<file path="config.mk">
export PLATFORM = sky130hd
export DESIGN_NAME = bwt_req_queue
export DESIGN_NICKNAME = d
export VERILOG_FILES = /design/src/rtl/bwt_req_queue.sv
export SDC_FILE = /design/constraint.sdc
export NUM_CORES = 2
export LEC_CHECK = 0
export CAP_MARGIN = 15
export CORE_ASPECT_RATIO = 1.4
export CORE_MARGIN = 3
export CORE_UTILIZATION = 25
export DETAILED_ROUTE_END_ITERATION = 12
export MAX_ROUTING_LAYER = met4
export SYNTH_ARGS = -nofsm -noshare
export SYNTH_HDL_FRONTEND = slang
export SYNTH_SLANG_ARGS = --single-unit
</file>
<file path="constraint.sdc">
create_clock -name clk -period 6.3 [get_ports clk]
set_clock_uncertainty 0.05 [all_clocks]
set_input_delay 0.945 -clock clk [delete_from_list [all_inputs] [get_ports clk]]
set_output_delay 0.945 -clock clk [all_outputs]
set_load 0.1 [all_outputs]
</file>
<file path="src/rtl/bwt_req_queue.sv">
// BWT backward-pipeline request queue: buffers k/l occurrence lookups and
// issues them to memory one cache line at a time. When k and l fall on the
// same line, a single shared request is issued instead of two.
module bwt_req_queue #(
    parameter int unsigned DEPTH  = 16,
    parameter int unsigned MARGIN = 4
) (
    input  logic                     clk,
    input  logic                     rst,
    input  logic                     request_valid,
    input  logic [41:0]              addr_k,
    input  logic [41:0]              addr_l,
    input  logic [8:0]               read_num,
    output logic                     stall,
    output logic                     mem_req_valid,
    output logic [41:0]              mem_req_addr,
    output logic [10:0]              mem_req_tag,
    input  logic                     mem_req_ready,
    output logic                     overflow,
    output logic [$clog2(DEPTH):0]   count
);

    localparam int unsigned AW    = $clog2(DEPTH);
    localparam int unsigned CW    = AW + 1;
    localparam int unsigned ADDRW = 42;
    localparam int unsigned RNW   = 9;

    typedef enum logic [1:0] {IDLE, ISSUE_K, ISSUE_L, ISSUE_KL} state_t;

    state_t             r_state;
    state_t             w_state_next;
    logic [AW-1:0]      r_rd_ptr;
    logic [AW-1:0]      r_wr_ptr;
    logic [CW-1:0]      r_count;
    logic               r_stall;
    logic               r_overflow;
    logic               r_mem_req_valid;
    logic [ADDRW-1:0]   r_mem_req_addr;
    logic [10:0]        r_mem_req_tag;

    logic [ADDRW-1:0]   r_mem_k  [DEPTH];
    logic [ADDRW-1:0]   r_mem_l  [DEPTH];
    logic [RNW-1:0]     r_mem_rn [DEPTH];

    logic               w_pop;
    logic               w_push;
    logic [CW-1:0]      w_count_pp;
    logic [CW-1:0]      w_count_next;
    logic [AW-1:0]      w_head_ptr;
    logic [ADDRW-1:0]   w_head_k;
    logic [ADDRW-1:0]   w_head_l;
    logic [RNW-1:0]     w_head_rn;
    logic               w_head_shared;
    logic               w_valid_next;
    logic [ADDRW-1:0]   w_addr_next;
    logic [10:0]        w_tag_next;

    // Push/pop qualification and the head entry as it will be after this edge
    always_comb begin
        w_pop        = r_mem_req_valid & mem_req_ready &
                       ((r_state == ISSUE_L) || (r_state == ISSUE_KL));
        w_push       = request_valid & ((r_count < CW'(DEPTH)) | w_pop);
        w_count_pp   = r_count - CW'(w_pop);
        w_count_next = w_count_pp + CW'(w_push);
        w_head_ptr   = r_rd_ptr + AW'(w_pop);
        // An empty post-pop queue means the incoming entry becomes the head
        if (w_count_pp == '0) begin
            w_head_k  = addr_k;
            w_head_l  = addr_l;
            w_head_rn = read_num;
        end else begin
            w_head_k  = r_mem_k[w_head_ptr];
            w_head_l  = r_mem_l[w_head_ptr];
            w_head_rn = r_mem_rn[w_head_ptr];
        end
        w_head_shared = (w_head_k == w_head_l);
    end

    // Issue FSM next-state and next registered request outputs
    always_comb begin
        w_state_next = r_state;
        w_valid_next = 1'b0;
        w_addr_next  = '0;
        w_tag_next   = '0;
        case (r_state)
            IDLE: begin
                if (w_count_next != '0)
                    w_state_next = w_head_shared ? ISSUE_KL : ISSUE_K;
            end
            ISSUE_K: begin
                if (mem_req_ready)
                    w_state_next = ISSUE_L;
            end
            ISSUE_L, ISSUE_KL: begin
                if (mem_req_ready) begin
                    if (w_count_next != '0)
                        w_state_next = w_head_shared ? ISSUE_KL : ISSUE_K;
                    else
                        w_state_next = IDLE;
                end
            end
            default: w_state_next = IDLE;
        endcase
        case (w_state_next)
            ISSUE_K: begin
                w_valid_next = 1'b1;
                w_addr_next  = w_head_k;
                w_tag_next   = {w_head_rn, 2'b01};
            end
            ISSUE_L: begin
                w_valid_next = 1'b1;
                w_addr_next  = w_head_l;
                w_tag_next   = {w_head_rn, 2'b10};
            end
            ISSUE_KL: begin
                w_valid_next = 1'b1;
                w_addr_next  = w_head_k;
                w_tag_next   = {w_head_rn, 2'b11};
            end
            default: begin
                w_valid_next = 1'b0;
            end
        endcase
    end

    // State, pointers, occupancy and registered outputs
    always_ff @(posedge clk) begin
        if (rst) begin
            r_state         <= IDLE;
            r_rd_ptr        <= '0;
            r_wr_ptr        <= '0;
            r_count         <= '0;
            r_stall         <= 1'b0;
            r_overflow      <= 1'b0;
            r_mem_req_valid <= 1'b0;
            r_mem_req_addr  <= '0;
            r_mem_req_tag   <= '0;
        end else begin
            r_state         <= w_state_next;
            if (w_push)
                r_wr_ptr <= r_wr_ptr + AW'(1);
            if (w_pop)
                r_rd_ptr <= r_rd_ptr + AW'(1);
            r_count         <= w_count_next;
            r_stall         <= (w_count_next >= CW'(DEPTH - MARGIN));
            r_overflow      <= r_overflow | (request_valid & ~w_push);
            r_mem_req_valid <= w_valid_next;
            r_mem_req_addr  <= w_addr_next;
            r_mem_req_tag   <= w_tag_next;
        end
    end

    // Entry storage; contents need no reset since pointers define validity
    always_ff @(posedge clk) begin
        if (!rst && w_push) begin
            r_mem_k[r_wr_ptr]  <= addr_k;
            r_mem_l[r_wr_ptr]  <= addr_l;
            r_mem_rn[r_wr_ptr] <= read_num;
        end
    end

    assign stall         = r_stall;
    assign overflow      = r_overflow;
    assign count         = r_count;
    assign mem_req_valid = r_mem_req_valid;
    assign mem_req_addr  = r_mem_req_addr;
    assign mem_req_tag   = r_mem_req_tag;

endmodule

</file>
==> results.json <==
{
  "run_status": "complete, no violations",
  "yosysWarnings": 0,
  "grt_pass1_vias": 30900,
  "synth-xor-area-share_pct": 0.951,
  "timing.fmax_ghz": 0.182,
  "clk_pin_slew_ns": 0.06,
  "synth_ff_type": "edfxtp_1",
  "rrSetupSlack_ns": 0.99,
  "drt_iter0_drc": 2704,
  "yosysMostFrequentCell": "edfxtp_1",
  "nFillCells": 23000,
  "rows": 212,
  "synth.yosys.seq_area_share_pct": 76.7,
  "finalCriticalPeriod_ns": 5.49,
  "instances_no_fill": 6349,
  "worst-path-buf-inv": 3,
  "vias_per_cell": 4.66,
  "dp_hpwl_um": 91300,
  "post_cts_buffers": 0,
  "setup_viol": 0,
  "ys_seq_elements": 1558,
  "htreeDepth": 4,
  "grt_util_all_layers_pct": 13.2,
  "dp.cells": 6038,
  "die_w_um": 420,
  "synth.mux.area_fraction_pct": 14.6,
  "start_util_pct": 25.2,
  "drive_gt1_share_pct": 22.4,
  "antenna_found_initial": 53,
  "syn_inst": 2826,
  "postCtsResizedCells": 0,
  "root_buffer": "clkbuf_16",
  "cp.arrival_ns": 6.13,
  "max_stage_delay_ns": 0.91,
  "cts_hold_buf": 0,
  "ys_top_cells_by_area": "edfxtp_1, mux4_2, dfxtp_1, mux2i_1, nand2_1",
  "cts_buffers": 151,
  "synth_enable_flop_cells": 1488,
  "synth_nets": 2934,
  "path_class": "input pin to flop",
  "rsz0062_at_grt": "no",
  "clkSinkCount": 1558,
  "syn_area_per_cell_um2": 21.3,
  "clock_latency_ns": 0.79,
  "finalHoldViolations": 0,
  "powerDensity_mw_per_mm2": 325,
  "synth-compound-area-share_pct": 3.43,
  "finalMaxSlewViolations": 0,
  "clockBufferDepth": 3,
  "gp_congestion": 0.751,
  "cap_violations": 0,
  "leakage_nw": 21.1,
  "crit_path_end_kind": "flop",
  "ant_nets": 0,
  "fin_crit_sh_pct": 87.2,
  "via_count": 29600,
  "placed_cell_area_mm2": 0.0661,
  "worstHoldPathType": "flop to flop",
  "fin_area_mm2": 0.0712,
  "firstDrtPassIters": 8,
  "synth_simple_gate_area_share_pct": 2.33,
  "grt_pass1_wl_um": 229000,
  "ir_worst_vdd_v": 0.000225,
  "gr-max-usage-layer": "met2",
  "finalPower_mw": 23.1,
  "whs_ns": 0.442,
  "grt_max_degree": 94,
  "grt_overflow": 0,
  "relSlewSlack_pct": 20.6,
  "cp_cell_sequence": "clkdlybuf4s50_1 > nand3_1 > inv_1 > ha_4 > ha_4 > xnor2_4 > nand4_4 > buf_4 > o22ai_1 > a221oi_1 > xor2_1 > nor4_1 > nand4_1 > o41ai_1",
  "io_pins": 158,
  "synth.distinct_cells": 74,
  "cp-start-kind": "input pin",
  "grt.met3_usage_pct": 2.93,
  "syn_to_final_growth_pct": 18.4,
  "netlist_area_mm2": 0.0601,
  "grtUsageMet2_pct": 22.7,
  "synthArstFlopShare_pct": 0,
  "wl_um": 159000,
  "coreArea_mm2": 0.239,
  "synth_fa_ha_area_share_pct": 0.229,
  "fp.dieArea_mm2": 0.246,
  "crit_family": "simple AND/OR/NAND/NOR gates",
  "detail_route.wl_per_cell_um": 25.1,
  "cts_tree": "done",
  "portBuffers": 157,
  "synth_top_cell_by_area": "edfxtp_1",
  "worstMarginPinSlew_ns": 1.19,
  "crit_top_cell": "ha_4",
  "synth_common_cells": "edfxtp_1, mux4_2, nand2_1",
  "critPathMaxFanout": 25,
  "remaining_drc_errors": 0,
  "synth_top_family_by_area": "multiplexers",
  "die_y_um": 586,
  "met1_usage_pct": 15.6,
  "cp_slowest_cell": "xnor2_4",
  "yosysTopAreaCellShare_pct": 74.3,
  "fin_nets": 3196,
  "cp.required_ns": 6.94,
  "final_util_pct": 29.8
}
final timing paths:
check / to / cells past startpoint / start
min reg2reg: overflow$_SDFF_PP0_ / 2 / overflow$_SDFF_PP0_
max: r_state[1]$_SDFF_PP0_ / 14 / mem_req_ready
max reg2reg: r_state[1]$_SDFF_PP0_ / 15 / r_state[1]$_SDFF_PP0_
min: overflow$_SDFF_PP0_ / 2 / overflow$_SDFF_PP0_
flip-flops by register name (all words and copies together), names as in the netlist:
name	count
mem_req_tag	11
count	5
overflow	1
r_mem_rn	144
mem_req_addr	42
stall	1
r_wr_ptr	4
mem_req_valid	1
r_state	1
r_rd_ptr	4
r_mem_k	672
r_mem_l	672
cells in the final DEF (no fill, tap or decap), types with 26 or more instances in the layout:
cell type        Yosys  layout
clkbuf_1            33      33
mux4_2             352     352
nor2_1              48      31
xor2_1              32      31
buf_4               41      68
nand2_1            140     139
dfxtp_1             70      70
a211oi_1            29      29
clkbuf_16            0     152
a22o_1              26      26
a21oi_1             52      52
nand3_1             44      44
diode_2              0      34
edfxtp_1          1488    1488
clkinv_1             1      31
o21ai_0             30      30
clkdlybuf4s50_1      0     157
mux2i_1             75      75
buf_12               1      42
o22ai_1             83      83
logic make-up (layout without fill, tap and decap cells):
logic type / Yosys count / in the layout
xor+xnor: 58 / 58
compound gates: 301 / 301
fa+ha+maj: 11 / 11
simple gates: 296 / 296
mux: 433 / 433
buf+inv: 169 / 555
other cells: 0 / 34
flops: 1558 / 1558
per-layer routing:
| layer | wire length [um] | vias to the layer above | share of wire [%] |
|---|---|---|---|
| met5 | 0 | - | 0 |
| met4 | 3760 | 0 | 2.4 |
| met3 | 10300 | 247 | 6.4 |
| met2 | 82900 | 1017 | 52 |
| met1 | 62400 | 15900 | 39 |
| li1 | - | 12400 | - |
stage by stage:
stage	setup slack (ns)	TNS, ns
floorplan	-0.149	-155.05
global placement	-0.232	-0.404
detailed placement	-0.140	-0.258
CTS	0.728	0
global route	0.489	0
finish	0.805	0
layout make-up:
class                   instances  area [um2]  area share (%)
diodes                         34        85.1           0.120
clock inverters                92        1060            1.49
flip-flops and latches       1558       46100            64.7
well taps                    3103        3880            5.45
inverters                      11        41.3          0.0580
repair buffers                267        2920            4.11
multi-input cells            1099       13200            18.5
clock buffers                 185        3930            5.52
power breakdown:
part           switching, mW  internal, mW
logic                   1.79         0.692
registers             0.0684          11.5
clock network           4.04          5.02
tightest hold or removal path: stages, from the launching register on:
cell and delay, ns:
dfxtp_1 0.33, a31oi_1 0.04, nor2_1 0.09
(Power assumes the default switching activity.)
==> RTL change (config.mk and constraints unchanged) <==
Put one more register stage on the output `overflow`. The value now appears one clock later. The other outputs are not delayed to match.
--- a/src/rtl/bwt_req_queue.sv
+++ b/src/rtl/bwt_req_queue.sv
@@ -160,7 +160,9 @@
     end
 
     assign stall         = r_stall;
-    assign overflow      = r_overflow;
+    always_ff @(posedge clk) begin
+        overflow <= r_overflow;
+    end
     assign count         = r_count;
     assign mem_req_valid = r_mem_req_valid;
     assign mem_req_addr  = r_mem_req_addr;
Check against the original RTL: not settled (the Yosys comparison gave no result); the edit may change what the design does.
==> RTL change against the unedited design <==
- routed wire length rose by 4.4%
- setup slack worse by 0.25 ns
- first-iteration DRC count up 16%
- largest power group unchanged
- non-clock buffer count rose by 24
- global-route usage rose by 0.20 points
- utilization up 0.11 points
- synthesized cell count grew 9.7%
- synthesized area up 0.49%
- highest routed layer unchanged
- total power grew 1.2%
- largest cell class unchanged
- design area increased by 0.60%
- sequential cell count increased by 1
- sequential power barely moved
==> RTL change: results (changes against the unedited design) <==
* R2R setup slack at 0.91 ns (-0.08 ns)
* RePlAce Congestion at 0.7942 (+5.8%)
* Worst Reg-to-Reg Cells at 16 (+1)
* Largest net degree at the start of global routing at 117 (+24%)
* Post-DP HPWL at 94660 microns (+3.7%)
* CP max stage delay at 1.14 ns (+0.23 ns)
* CP max stage cell: nor4_1
* Share of the yosys chip area belonging to registers at 76.32% (-0.34 points)
* H-tree depth at 4 (unchanged)
* Drt first pass iters at 5 (-3)
* XOR/XNOR share of the synthesized area at 1.029% (+0.078 points)
* Vias per cell at 4.641 (-0.37%)
* Proportion of synthesized area in mux cells at 13.59% (-1.1 points)
* Hold path cells at 0 (-2)
* Arr. time, crit path at 6.39 ns (+0.26 ns)
* VDD IR max at 183.6 uV (-18%)
* Syn nets at 3209 (+9.4%)
* Endpoints failing setup at 0 (unchanged)
* Crit-path max FO at 52 (+110%)
* Initial antenna violation count at 44 (-17%)
* First-pass GRT wire length at 236800 microns (+3.5%)
* Synth cell types at 58 (-22%)
* Global router's overall resource usage at 13.40% (+0.20 points)
* Iter 0 DRT Violations at 3132 (+16%)
* Vias in the first global route at 31860 (+3.2%)
* DRT Wirelength at 166300 microns (+4.4%)
* Total CTS buffers at 150 (-0.66%)
* Clock Path Buffers at 4 (+1)
* Worst Hold Endpoint: overflow
* Dominant cells by area after synthesis: edfxtp_1, mux4_2, mux2i_1, dfxtp_1, nand2_1
* Share of cells above drive strength 1 at 19.67% (-2.7 points)
* Worst reg2reg endpoint: mem_req_tag[1]
* Slew HR at 21.27% (+0.65 points)
* Area share of fa/ha/maj cells after synthesis at 0.2278% (-0.0011 points)
* Fin nets at 3479 (+8.9%)
* Worst hold start: r_overflow
* Leak at 0.02144 uW (+1.8%)
* Status: completed
* R2R Path Start: r_state[1]
* Compound-cell area share of the yosys netlist at 3.500% (+0.066 points)
* Worst hold slack at 0.4159 ns (-0.02624 ns)
* Post-synth top cells: edfxtp_1, nand2_1, mux4_2, mux2i_1, buf_2
RTL change: cells by family (layout without fill, tap and decap cells):
kind of cell,count (synthesis),in the layout
multiplexers,447,447
flip-flops,1559,1559
buffers and inverters,187,568
AO/OA/AOI/OAI,296,296
adder cells (fa/ha/maj),11,11
AND/OR/NAND/NOR,536,536
XOR/XNOR,65,65
other,0,28
RTL change: critical path, delay by kind of cell:
family | cells | cell delay, ns
compound gates | 4 | 1.02
xor+xnor | 2 | 0.37
fa+ha+maj | 2 | 0.39
buf+inv | 4 | 1.50
simple gates | 5 | 2.03
RTL change: worst max-delay path by stage:
stage / end / slack, ns / cells after the start
floorplan: r_mem_k[15][0] / -0.12 / 4
global placement: mem_req_tag[1] / -1.29 / 14
detailed placement: mem_req_tag[1] / -0.24 / 17
CTS: mem_req_tag[1] / 0.53 / 14
global route: mem_req_tag[1] / 0.39 / 14
finish: mem_req_tag[1] / 0.55 / 17
RTL change: area by class of cell:
class,count,area (sq um)
fillers,23310,167600
flip-flops and latches,1559,46100
multi-input cells,1355,13610
well taps,3210,4016
clock buffers,182,4009
repair buffers,291,2913
clock inverters,81,834.6
diodes,28,70.07
inverters,14,52.55
RTL change: per-layer routing:
metal	global-route usage, %	routed length, microns	up-vias	part of all wire [%]
met5	-	0	-	0
met4	4.135	5085	0	3.1
met3	2.793	11840	256	7.1
met2	22.29	83200	1108	50
met1	16.37	66140	16640	40
li1	-	-	13180	-
RTL change: power breakdown:
| group | switching [uW] | leakage [uW] | internal [uW] |
|---|---|---|---|
| Combinational | 1990 | 0.00508 | 790 |
| Clock | 3820 | 0.00237 | 5200 |
| Sequential | 61.9 | 0.0140 | 11500 |
| Total | 5880 | 0.0214 | 17500 |
RTL change: per-stage QoR:
| stage | setup TNS, ns | setup WS [ns] | cell area, sq um | instances | power (uW) |
|---|---|---|---|---|---|
| 2_1_floorplan | -116.04 | -0.1195 | 60410 | 3101 | 13410 |
| 3_3_place_gp | -2.536 | -1.288 | 66690 | 6428 | 14600 |
| 3_5_place_dp | -0.4783 | -0.2417 | 66700 | 6429 | 14620 |
| 4_1_cts | 0 | 0.5297 | 71540 | 6692 | 23620 |
| 5_1_grt | 0 | 0.3935 | 71610 | 6718 | 24070 |
| 6_report | 0 | 0.5528 | 71610 | 6720 | 23380 |
